`src/rtl/prt_dptx_skew_ctl_pkg.sv`:
```
// Shared TX skew-control types and helpers.
// State encoding, drain length, lane-count legality and lane/skew masks.
package prt_dptx_skew_ctl_pkg;

    typedef enum logic [2:0] {
        ST_RUN,
        ST_WAIT_SAFE,
        ST_DRAIN,
        ST_APPLY,
        ST_SETTLE
    } state_t;

    // Deepest lane delay plus one symbol group.
    function automatic int drain_len(input int spl);
        return (spl == 4) ? 3 : 4;
    endfunction

    function automatic logic lanes_legal(input logic [2:0] n);
        return (n == 3'd1) || (n == 3'd2) || (n == 3'd4);
    endfunction

    function automatic logic [3:0] lane_mask(input logic [2:0] n);
        logic [3:0] m;
        case (n)
            3'd1:    m = 4'b0001;
            3'd2:    m = 4'b0011;
            default: m = 4'b1111;
        endcase
        return m;
    endfunction

    // Lane 0 is the skew reference and never gets a delay stage.
    function automatic logic [3:0] skew_mask(
        input logic       en,
        input logic [3:0] lm
    );
        return {lm[3:1] & {3{en}}, 1'b0};
    endfunction

endpackage

```
`src/rtl/prt_dptx_skew_ctl_tmr.sv`:
```
// Loadable down-counter with zero flag; used for timeout and drain counts.
// Ports: CLK_IN, RST_IN (sync low), LOAD_IN/VAL_IN load, DEC_IN step, ZERO_OUT.
module prt_dptx_skew_ctl_tmr
    import prt_dptx_skew_ctl_pkg::*;
#(
    parameter int P_W = 16
) (
    input  logic           CLK_IN,
    input  logic           RST_IN,
    input  logic           LOAD_IN,
    input  logic [P_W-1:0] VAL_IN,
    input  logic           DEC_IN,
    output logic           ZERO_OUT
);

    logic [P_W-1:0] r_cnt;

    always_ff @(posedge CLK_IN) begin
        if (!RST_IN) begin
            r_cnt <= '0;
        end else if (LOAD_IN) begin
            r_cnt <= VAL_IN;
        end else if (DEC_IN && (r_cnt != '0)) begin
            r_cnt <= r_cnt - 1'b1;
        end
    end

    assign ZERO_OUT = (r_cnt == '0);

endmodule

```
`src/rtl/prt_dptx_skew_ctl.sv`:
```
// Runtime controller applying skew/lane-count updates in a safe link window.
// Ports: CFG_* request, LNK_IDLE_IN window; SKEW/LANE enables, FLUSH/BUSY/DONE/ERR.
module prt_dptx_skew_ctl
    import prt_dptx_skew_ctl_pkg::*;
#(
    parameter int P_SPL      = 2,
    parameter int P_TIMEOUT  = 65535,
    parameter bit P_SKEW_RST = 1'b1
) (
    input  logic       CLK_IN,
    input  logic       RST_IN,
    input  logic       CFG_SKEW_EN_IN,
    input  logic [2:0] CFG_LANES_IN,
    input  logic       CFG_UPD_IN,
    input  logic       LNK_IDLE_IN,
    output logic [3:0] SKEW_EN_OUT,
    output logic [3:0] LANE_EN_OUT,
    output logic       FLUSH_OUT,
    output logic       BUSY_OUT,
    output logic       DONE_OUT,
    output logic       ERR_OUT
);

    localparam int C_TW0 = $clog2(P_TIMEOUT + 1);
    localparam int C_TW  = (C_TW0 > 3) ? C_TW0 : 3;

    localparam logic [C_TW-1:0] C_TMO = C_TW'(P_TIMEOUT);
    localparam logic [C_TW-1:0] C_DRN = C_TW'(drain_len(P_SPL) - 1);

    localparam logic [3:0] C_SKEW_RST = {{3{P_SKEW_RST}}, 1'b0};

    state_t r_state;
    state_t w_nxt;

    logic       r_pend;
    logic       r_shd_skew;
    logic [2:0] r_shd_lanes;
    logic [3:0] r_lane_en;
    logic [3:0] r_skew_en;
    logic       r_flush;
    logic       r_busy;
    logic       r_done;
    logic       r_err;
    logic       r_err_hold;

    logic            w_upd_ok;
    logic            w_upd_bad;
    logic            w_ld;
    logic [C_TW-1:0] w_ld_val;
    logic            w_dec;
    logic            w_tzero;
    logic            w_apply;
    logic            w_done;
    logic            w_tmo;
    logic            w_pend_nxt;
    logic            w_err_any;
    logic [3:0]      w_shd_mask;

    assign w_upd_ok   = CFG_UPD_IN & lanes_legal(CFG_LANES_IN);
    assign w_upd_bad  = CFG_UPD_IN & ~lanes_legal(CFG_LANES_IN);
    assign w_err_any  = w_upd_bad | w_tmo | r_err_hold;
    assign w_shd_mask = lane_mask(r_shd_lanes);

    prt_dptx_skew_ctl_tmr #(
        .P_W (C_TW)
    ) u_tmr (
        .CLK_IN   (CLK_IN),
        .RST_IN   (RST_IN),
        .LOAD_IN  (w_ld),
        .VAL_IN   (w_ld_val),
        .DEC_IN   (w_dec),
        .ZERO_OUT (w_tzero)
    );

    always_comb begin
        w_nxt      = r_state;
        w_ld       = 1'b0;
        w_ld_val   = '0;
        w_dec      = 1'b0;
        w_apply    = 1'b0;
        w_done     = 1'b0;
        w_tmo      = 1'b0;
        w_pend_nxt = r_pend;
        if ((r_state != ST_RUN) && w_upd_ok) begin
            w_pend_nxt = 1'b1;
        end
        unique case (r_state)
            ST_RUN: begin
                if (w_upd_ok) begin
                    w_nxt    = ST_WAIT_SAFE;
                    w_ld     = 1'b1;
                    w_ld_val = C_TMO;
                end
            end
            ST_WAIT_SAFE: begin
                if (LNK_IDLE_IN) begin
                    w_nxt    = ST_DRAIN;
                    w_ld     = 1'b1;
                    w_ld_val = C_DRN;
                end else if (w_tzero) begin
                    w_nxt      = ST_RUN;
                    w_tmo      = 1'b1;
                    w_pend_nxt = 1'b0;
                end else begin
                    w_dec = 1'b1;
                end
            end
            ST_DRAIN: begin
                if (w_tzero) begin
                    w_nxt = ST_APPLY;
                end else begin
                    w_dec = 1'b1;
                end
            end
            ST_APPLY: begin
                w_nxt    = ST_SETTLE;
                w_apply  = 1'b1;
                w_ld     = 1'b1;
                w_ld_val = C_DRN;
            end
            ST_SETTLE: begin
                if (w_tzero) begin
                    w_done = 1'b1;
                    // A request arriving on this last cycle counts as pending.
                    if (r_pend || w_upd_ok) begin
                        w_nxt      = ST_WAIT_SAFE;
                        w_ld       = 1'b1;
                        w_ld_val   = C_TMO;
                        w_pend_nxt = 1'b0;
                    end else begin
                        w_nxt = ST_RUN;
                    end
                end else begin
                    w_dec = 1'b1;
                end
            end
            default: begin
                w_nxt = ST_RUN;
            end
        endcase
    end

    always_ff @(posedge CLK_IN) begin
        if (!RST_IN) begin
            r_state     <= ST_RUN;
            r_pend      <= 1'b0;
            r_shd_skew  <= 1'b0;
            r_shd_lanes <= 3'd0;
            r_lane_en   <= 4'b1111;
            r_skew_en   <= C_SKEW_RST;
            r_flush     <= 1'b0;
            r_busy      <= 1'b0;
            r_done      <= 1'b0;
            r_err       <= 1'b0;
            r_err_hold  <= 1'b0;
        end else begin
            r_state <= w_nxt;
            r_pend  <= w_pend_nxt;
            if (w_upd_ok) begin
                r_shd_skew  <= CFG_SKEW_EN_IN;
                r_shd_lanes <= CFG_LANES_IN;
            end
            if (w_apply) begin
                r_lane_en <= w_shd_mask;
                r_skew_en <= skew_mask(r_shd_skew, w_shd_mask);
            end
            r_flush <= (w_nxt == ST_DRAIN) ||
                       (w_nxt == ST_APPLY) ||
                       (w_nxt == ST_SETTLE);
            r_busy  <= (w_nxt != ST_RUN);
            r_done  <= w_done;
            // ERR yields to DONE and is pushed one cycle later.
            r_err      <= w_err_any & ~w_done;
            r_err_hold <= w_err_any & w_done;
        end
    end

    assign SKEW_EN_OUT = r_skew_en;
    assign LANE_EN_OUT = r_lane_en;
    assign FLUSH_OUT   = r_flush;
    assign BUSY_OUT    = r_busy;
    assign DONE_OUT    = r_done;
    assign ERR_OUT     = r_err;

endmodule
```
`config.mk`:
```
export PLATFORM = sky130hd
export DESIGN_NAME = prt_dptx_skew_ctl
export DESIGN_NICKNAME = d
export VERILOG_FILES = /design/src/rtl/prt_dptx_skew_ctl_pkg.sv /design/src/rtl/prt_dptx_skew_ctl_tmr.sv /design/src/rtl/prt_dptx_skew_ctl.sv
export SDC_FILE = /design/constraint.sdc
export NUM_CORES = 1
export LEC_CHECK = 0
export CORE_MARGIN = 2
export CORE_UTILIZATION = 59
export DETAILED_ROUTE_END_ITERATION = 10
export PLACE_DENSITY = 0.92
export SETUP_SLACK_MARGIN = 0.2
export SLEW_MARGIN = 20
export SYNTH_ARGS = -nofsm -noshare
export SYNTH_HDL_FRONTEND = slang
export SYNTH_SLANG_ARGS = --single-unit
```
`constraint.sdc`:
```
create_clock -name CLK_IN -period 5.4 [get_ports CLK_IN]
set_input_delay 1.08 -clock CLK_IN [delete_from_list [all_inputs] [get_ports CLK_IN]]
set_output_delay 1.08 -clock CLK_IN [all_outputs]
set_load 0.1 [all_outputs]
```
* Yosys cells after proc, flatten, opt, wreduce, memory -nomap -nowiden
Cells that the tools add are included.
** Storage, ports and cells
- Register bits :: 36
- Input port bits :: 8
** Operators by class
- Add/sub/neg operators :: 1
- Equal/unequal tests :: 12
- Muxes and demuxes :: 34
- Bitwise logic cells :: 9
- Reduce and logical (&&, ||, !) cells :: 14
** Operators with widths (count)
- $mux W16 :: 5
- $pmux W16 S4 :: 1
- $eq A3 B2 Y1 const B :: 6
- $mux W1 :: 17
- $logic_not A16 Y1 :: 1
- $reduce_bool A16 Y1 :: 1
- $sub A16 B1 Y16 const B :: 1
- $mux W3 :: 5
- $pmux W3 S5 :: 1
- $eq A3 B1 Y1 const B :: 3
- $eq A3 B3 Y1 const B :: 3
- $pmux W4 S2 :: 1
- $reduce_bool A3 Y1 :: 2
- $logic_or A1 B1 Y1 :: 5
- $and A1 B1 Y1 :: 4
- $pmux W1 S2 :: 2
- $pmux W1 S4 :: 1
- $and A3 B3 Y3 :: 1
- $logic_not A3 Y1 :: 1
- $logic_and A1 B1 Y1 :: 2
- $mux W2 :: 1
- $not A1 Y1 :: 2
- $or A1 B1 Y1 :: 2
- $reduce_bool A2 Y1 :: 1
- $reduce_or A2 Y1 :: 1

* Longest topological paths before layout
- Depth after elaboration :: 11
- Depth in mapped cells :: 8
- Mapped depth without buffers :: 7

* Cells and area by module
Synthesis repeated with hierarchy kept, for this count alone.
** Unflattened totals
- Cells, all modules :: 214
- Area total of the unflattened synthesis :: 1776.7 µm²
** By module, submodules not included
- prt_dptx_skew_ctl_tmr :: instances 1, cells each 114, area an instance 922.1 µm²
- prt_dptx_skew_ctl :: instances 1, cells each 100, area an instance 854.6 µm²

* Least setup slack after synthesis
OpenSTA, ideal clock, no wires.
- Path kind :: in2reg
- From :: input port LNK_IDLE_IN
- To :: register u_tmr.r_cnt[10]
- Data arrival time :: 2.388 ns
- Required time :: 5.309 ns
- Path slack :: 2.921 ns
- Stages :: 6
- Path buffers :: 1
- Cells stage by stage :: or4b_1 > nand3_1 > and4_1 > buf_2 > a211oi_1 > a311oi_1
** Between the ends
- Word-level cells in the longest chain between the ends :: 4
- Elaborated cells on any way between the ends :: 7
- Classes of those cells :: 5 x mux; 2 x reduce/logical
** RTL lines
- start: declaration :: RTL line prt_dptx_skew_ctl.sv:15 : input logic LNK_IDLE_IN,
- $mux W1 :: RTL line prt_dptx_skew_ctl.sv:96 : if (LNK_IDLE_IN) begin
- $pmux W1 S2 :: RTL line prt_dptx_skew_ctl.sv:87 : unique case (r_state)
- $logic_and A1 B1 Y1 :: RTL line prt_dptx_skew_ctl_tmr.sv:23 : end else if (DEC_IN && (r_cnt != '0)) begin
- $reduce_bool A2 Y1 (no line)
- end signal: assignment :: RTL line prt_dptx_skew_ctl_tmr.sv:24 : r_cnt <= r_cnt - 1'b1;
- end: declaration :: RTL line prt_dptx_skew_ctl_tmr.sv:16 : logic [P_W-1:0] r_cnt;
Parallel ways exist; a longest one is shown, timed or not.
A chain may end at the register's enable or synchronous reset.

==> results.sh <==
export IMPL_vias_per_cell=6.43
export IMPL_ys_warn_count=0
export IMPL_drtIter0Drc=121
export IMPL_slew_violations=0
export IMPL_syn_nets=211
export IMPL_hp_class="reg2reg"
export IMPL_gp_congestion=0.895
export IMPL_design_core_area_um2=2780
export IMPL_start_util_pct=63.1
export IMPL_dr_total_vias=1568
export IMPL_setup_viol=0
export IMPL_power_per_cell_area_nw_per_um2=316
export IMPL_grt_use_total_pct=25.2
export IMPL_synth_top_family_by_area="simple AND/OR/NAND/NOR gates"
export IMPL_synth_edff_count=0
export IMPL_antenna_found_initial=0
export IMPL_yosys_area_top_type_share_pct=37.7
export IMPL_io_buffers=17
export IMPL_cap_violations=0
export IMPL_timing_critical_path_buf_inv=1
export IMPL_muxShareOfSynthArea_pct=2.28
export IMPL_crit_chain="clkdlybuf4s50_1"
export IMPL_critPathLaunchType="flop"
export IMPL_diodes=0
export IMPL_critPathSlowestCell="clkdlybuf4s50_1"
export IMPL_cts_resized=0
export IMPL_cp_required_ns=4.32
export IMPL_io_pins=20
export IMPL_hold_viol_final=0
export IMPL_rows=19
export IMPL_clock_latency_ns=0.33
export IMPL_dpl_hpwl_um=2840
export IMPL_clkTransAtPathRegs_ns=0.09
export IMPL_synth_main_ff_cell="dfxtp_1"
export IMPL_ir_drop_mv=0.257
export IMPL_die_w_um=58.5
export IMPL_fin_crit_ns=2.98
export IMPL_crit_arrival_ns=1.90
export IMPL_r2r_start="u_tmr.r_cnt[0]$_SDFFE_PN0P_"
export IMPL_grt_max_degree=14
export IMPL_yosys_top_cells_area="dfxtp_1 (38%), a21oi_1 (4.3%), nand2_1 (3.9%)"
export IMPL_synth_seq_cells=33
export IMPL_synthCells=202
export IMPL_min_period_over_period_pct=55.1
export IMPL_routed_wl_um=3890
export IMPL_drt_pass1_iterations=4
export IMPL_worst_clock_skew_ns=0.00819
export IMPL_ys_async_sr_fraction_pct=0
export IMPL_max_slew_margin_pct=33.4
export IMPL_crit_path_max_incr_delay_ns=1.17
export IMPL_h_tree_depth=2
export IMPL_endpoint_kind="primary output"
export IMPL_detail_route_antenna_nets=0
export IMPL_synth_xor_xnor_area_share_pct=3.99
export IMPL_grt_pass1_wl_um=6560
export IMPL_drc=0
export IMPL_outcome="finished clean"
export IMPL_cts_root_buf="clkbuf_4"
export IMPL_max_slew_worst_pin_slew_ns=0.995
export IMPL_critical_path_startpoint="LANE_EN_OUT[2]$_SDFFE_PN1N_"
export IMPL_setup_tns_ns=0
export IMPL_clk_path_buf_depth=2
export IMPL_avgRoutedWirePerCell_um=16.0
export IMPL_cts_sinks=33
export IMPL_yosysSeqAreaShare_pct=37.7
export IMPL_synth_compound_gate_area_share_pct=21.4
export IMPL_worstSetupPathType="reg2out"
export IMPL_synth_distinct_cells=47
export IMPL_synth_top_area_cell="dfxtp_1"
export IMPL_dieArea_um2=3430
export IMPL_yosys_area_share_adder_pct=0.713
export IMPL_yosys_top_cells_count="dfxtp_1 (33), nand2_1 (18), nor2_1 (16)"
export IMPL_p_leak_nw=0.684
export IMPL_seq_area_um2=661
export IMPL_cts_hold_buf=0
export IMPL_die_y_um=58.5
export IMPL_cts_tree="built"
export IMPL_syn2layout_area_growth_pct=11.2
export IMPL_fillers=219
export IMPL_grt_overflow_total=0
export IMPL_power_total_mw=0.617
export IMPL_timing_fmax_mhz=336
export IMPL_worstHoldStart="SKEW_EN_OUT[1]$_SDFFE_PN1N_"
export IMPL_hold_ws_ns=0.501
export IMPL_grt_pass1_vias=1461
export IMPL_syn_cell_area_um2=1750
export IMPL_rsz0062_at_grt="no"
export IMPL_multiInputGateArea_um2=1010
export IMPL_fin_nets=222
export IMPL_final_layout_size_suffix_gt1_share_pct=8.45
export IMPL_synthMostInstantiatedCell="dfxtp_1"
export IMPL_cts_buffers=5
export IMPL_syn_area_per_cell_um2=8.68
export IMPL_critPathTopFamily="buffers and inverters"
export IMPL_cts_setup_buffers=0
export IMPL_synth_simple_gate_area_share_pct=28.8
export IMPL_worst_path_max_fanout=3
cell families after synthesis:
family,after synthesis
buffers and inverters,17
other,2
AO/OA/AOI/OAI,55
AND/OR/NAND/NOR,82
flip-flops,33
multiplexers,4
XOR/XNOR,8
adder cells (fa/ha/maj),1
per-layer routing:
layer	track usage, %	vias up	part of all wire [%]
li1	-	768	-
met2	39.6	54	46
met3	5.71	9	5.8
met1	32.7	737	46
met5	0	-	0
met4	12.0	0	1.8
final cells by class:
type | instances | share of cell area (%)
multi-input combinational | 152 | 51.8
inverter | 4 | 0.770
sequential | 33 | 33.9
timing repair buffer | 17 | 8.72
tap | 31 | 1.99
clock buffer | 7 | 2.82
cell usage in the layout (no fill, tap or decap), drive strengths merged, types with 5 or more instances in the layout:
cell           count
dfxtp             33
nand2             18
clkdlybuf4s50     17
nor2              16
a21oi             15
o21ai             14
nor3              12
clkbuf             7
nand3              5
a311oi             5
through the flow:
stage	cell area (um2)	setup slack (ns)	util (%)	std cells
floorplan	1750	2.92	-	202
global placement	1900	2.32	68.2	237
detailed placement	1900	2.20	68.2	237
CTS	1950	2.42	70.1	244
global route	1950	2.38	70.1	244
finish	1950	2.42	70.1	244
power breakdown:
part / total [mW] / switching [mW] / leakage (nW) / internal [mW]
combinational: 0.183 / 0.114 / 0.383 / 0.0698
sequential: 0.297 / 0.0318 / 0.270 / 0.265
clock: 0.136 / 0.0748 / 0.0314 / 0.0614
total: 0.617 / 0.220 / 0.684 / 0.396
flip-flops by register name (all words and copies together), names as in the netlist:
name         flops
r_state          3
r_err_hold       1
LANE_EN_OUT      2
r_shd_skew       1
FLUSH_OUT        1
BUSY_OUT         1
SKEW_EN_OUT      2
ERR_OUT          1
r_shd_lanes      3
u_tmr.r_cnt     16
DONE_OUT         1
r_pend           1
worst paths after layout:
path / slack [ns] / endpoint / cells after the start
max reg2reg: 3.03 / u_tmr.r_cnt[13]$_SDFFE_PN0P_ / 7
min reg2reg: 0.50 / SKEW_EN_OUT[1]$_SDFFE_PN1N_ / 1
max: 2.42 / LANE_EN_OUT[3] / 1
min: 0.50 / SKEW_EN_OUT[1]$_SDFFE_PN1N_ / 1
Power figures use the tool's default switching activity.
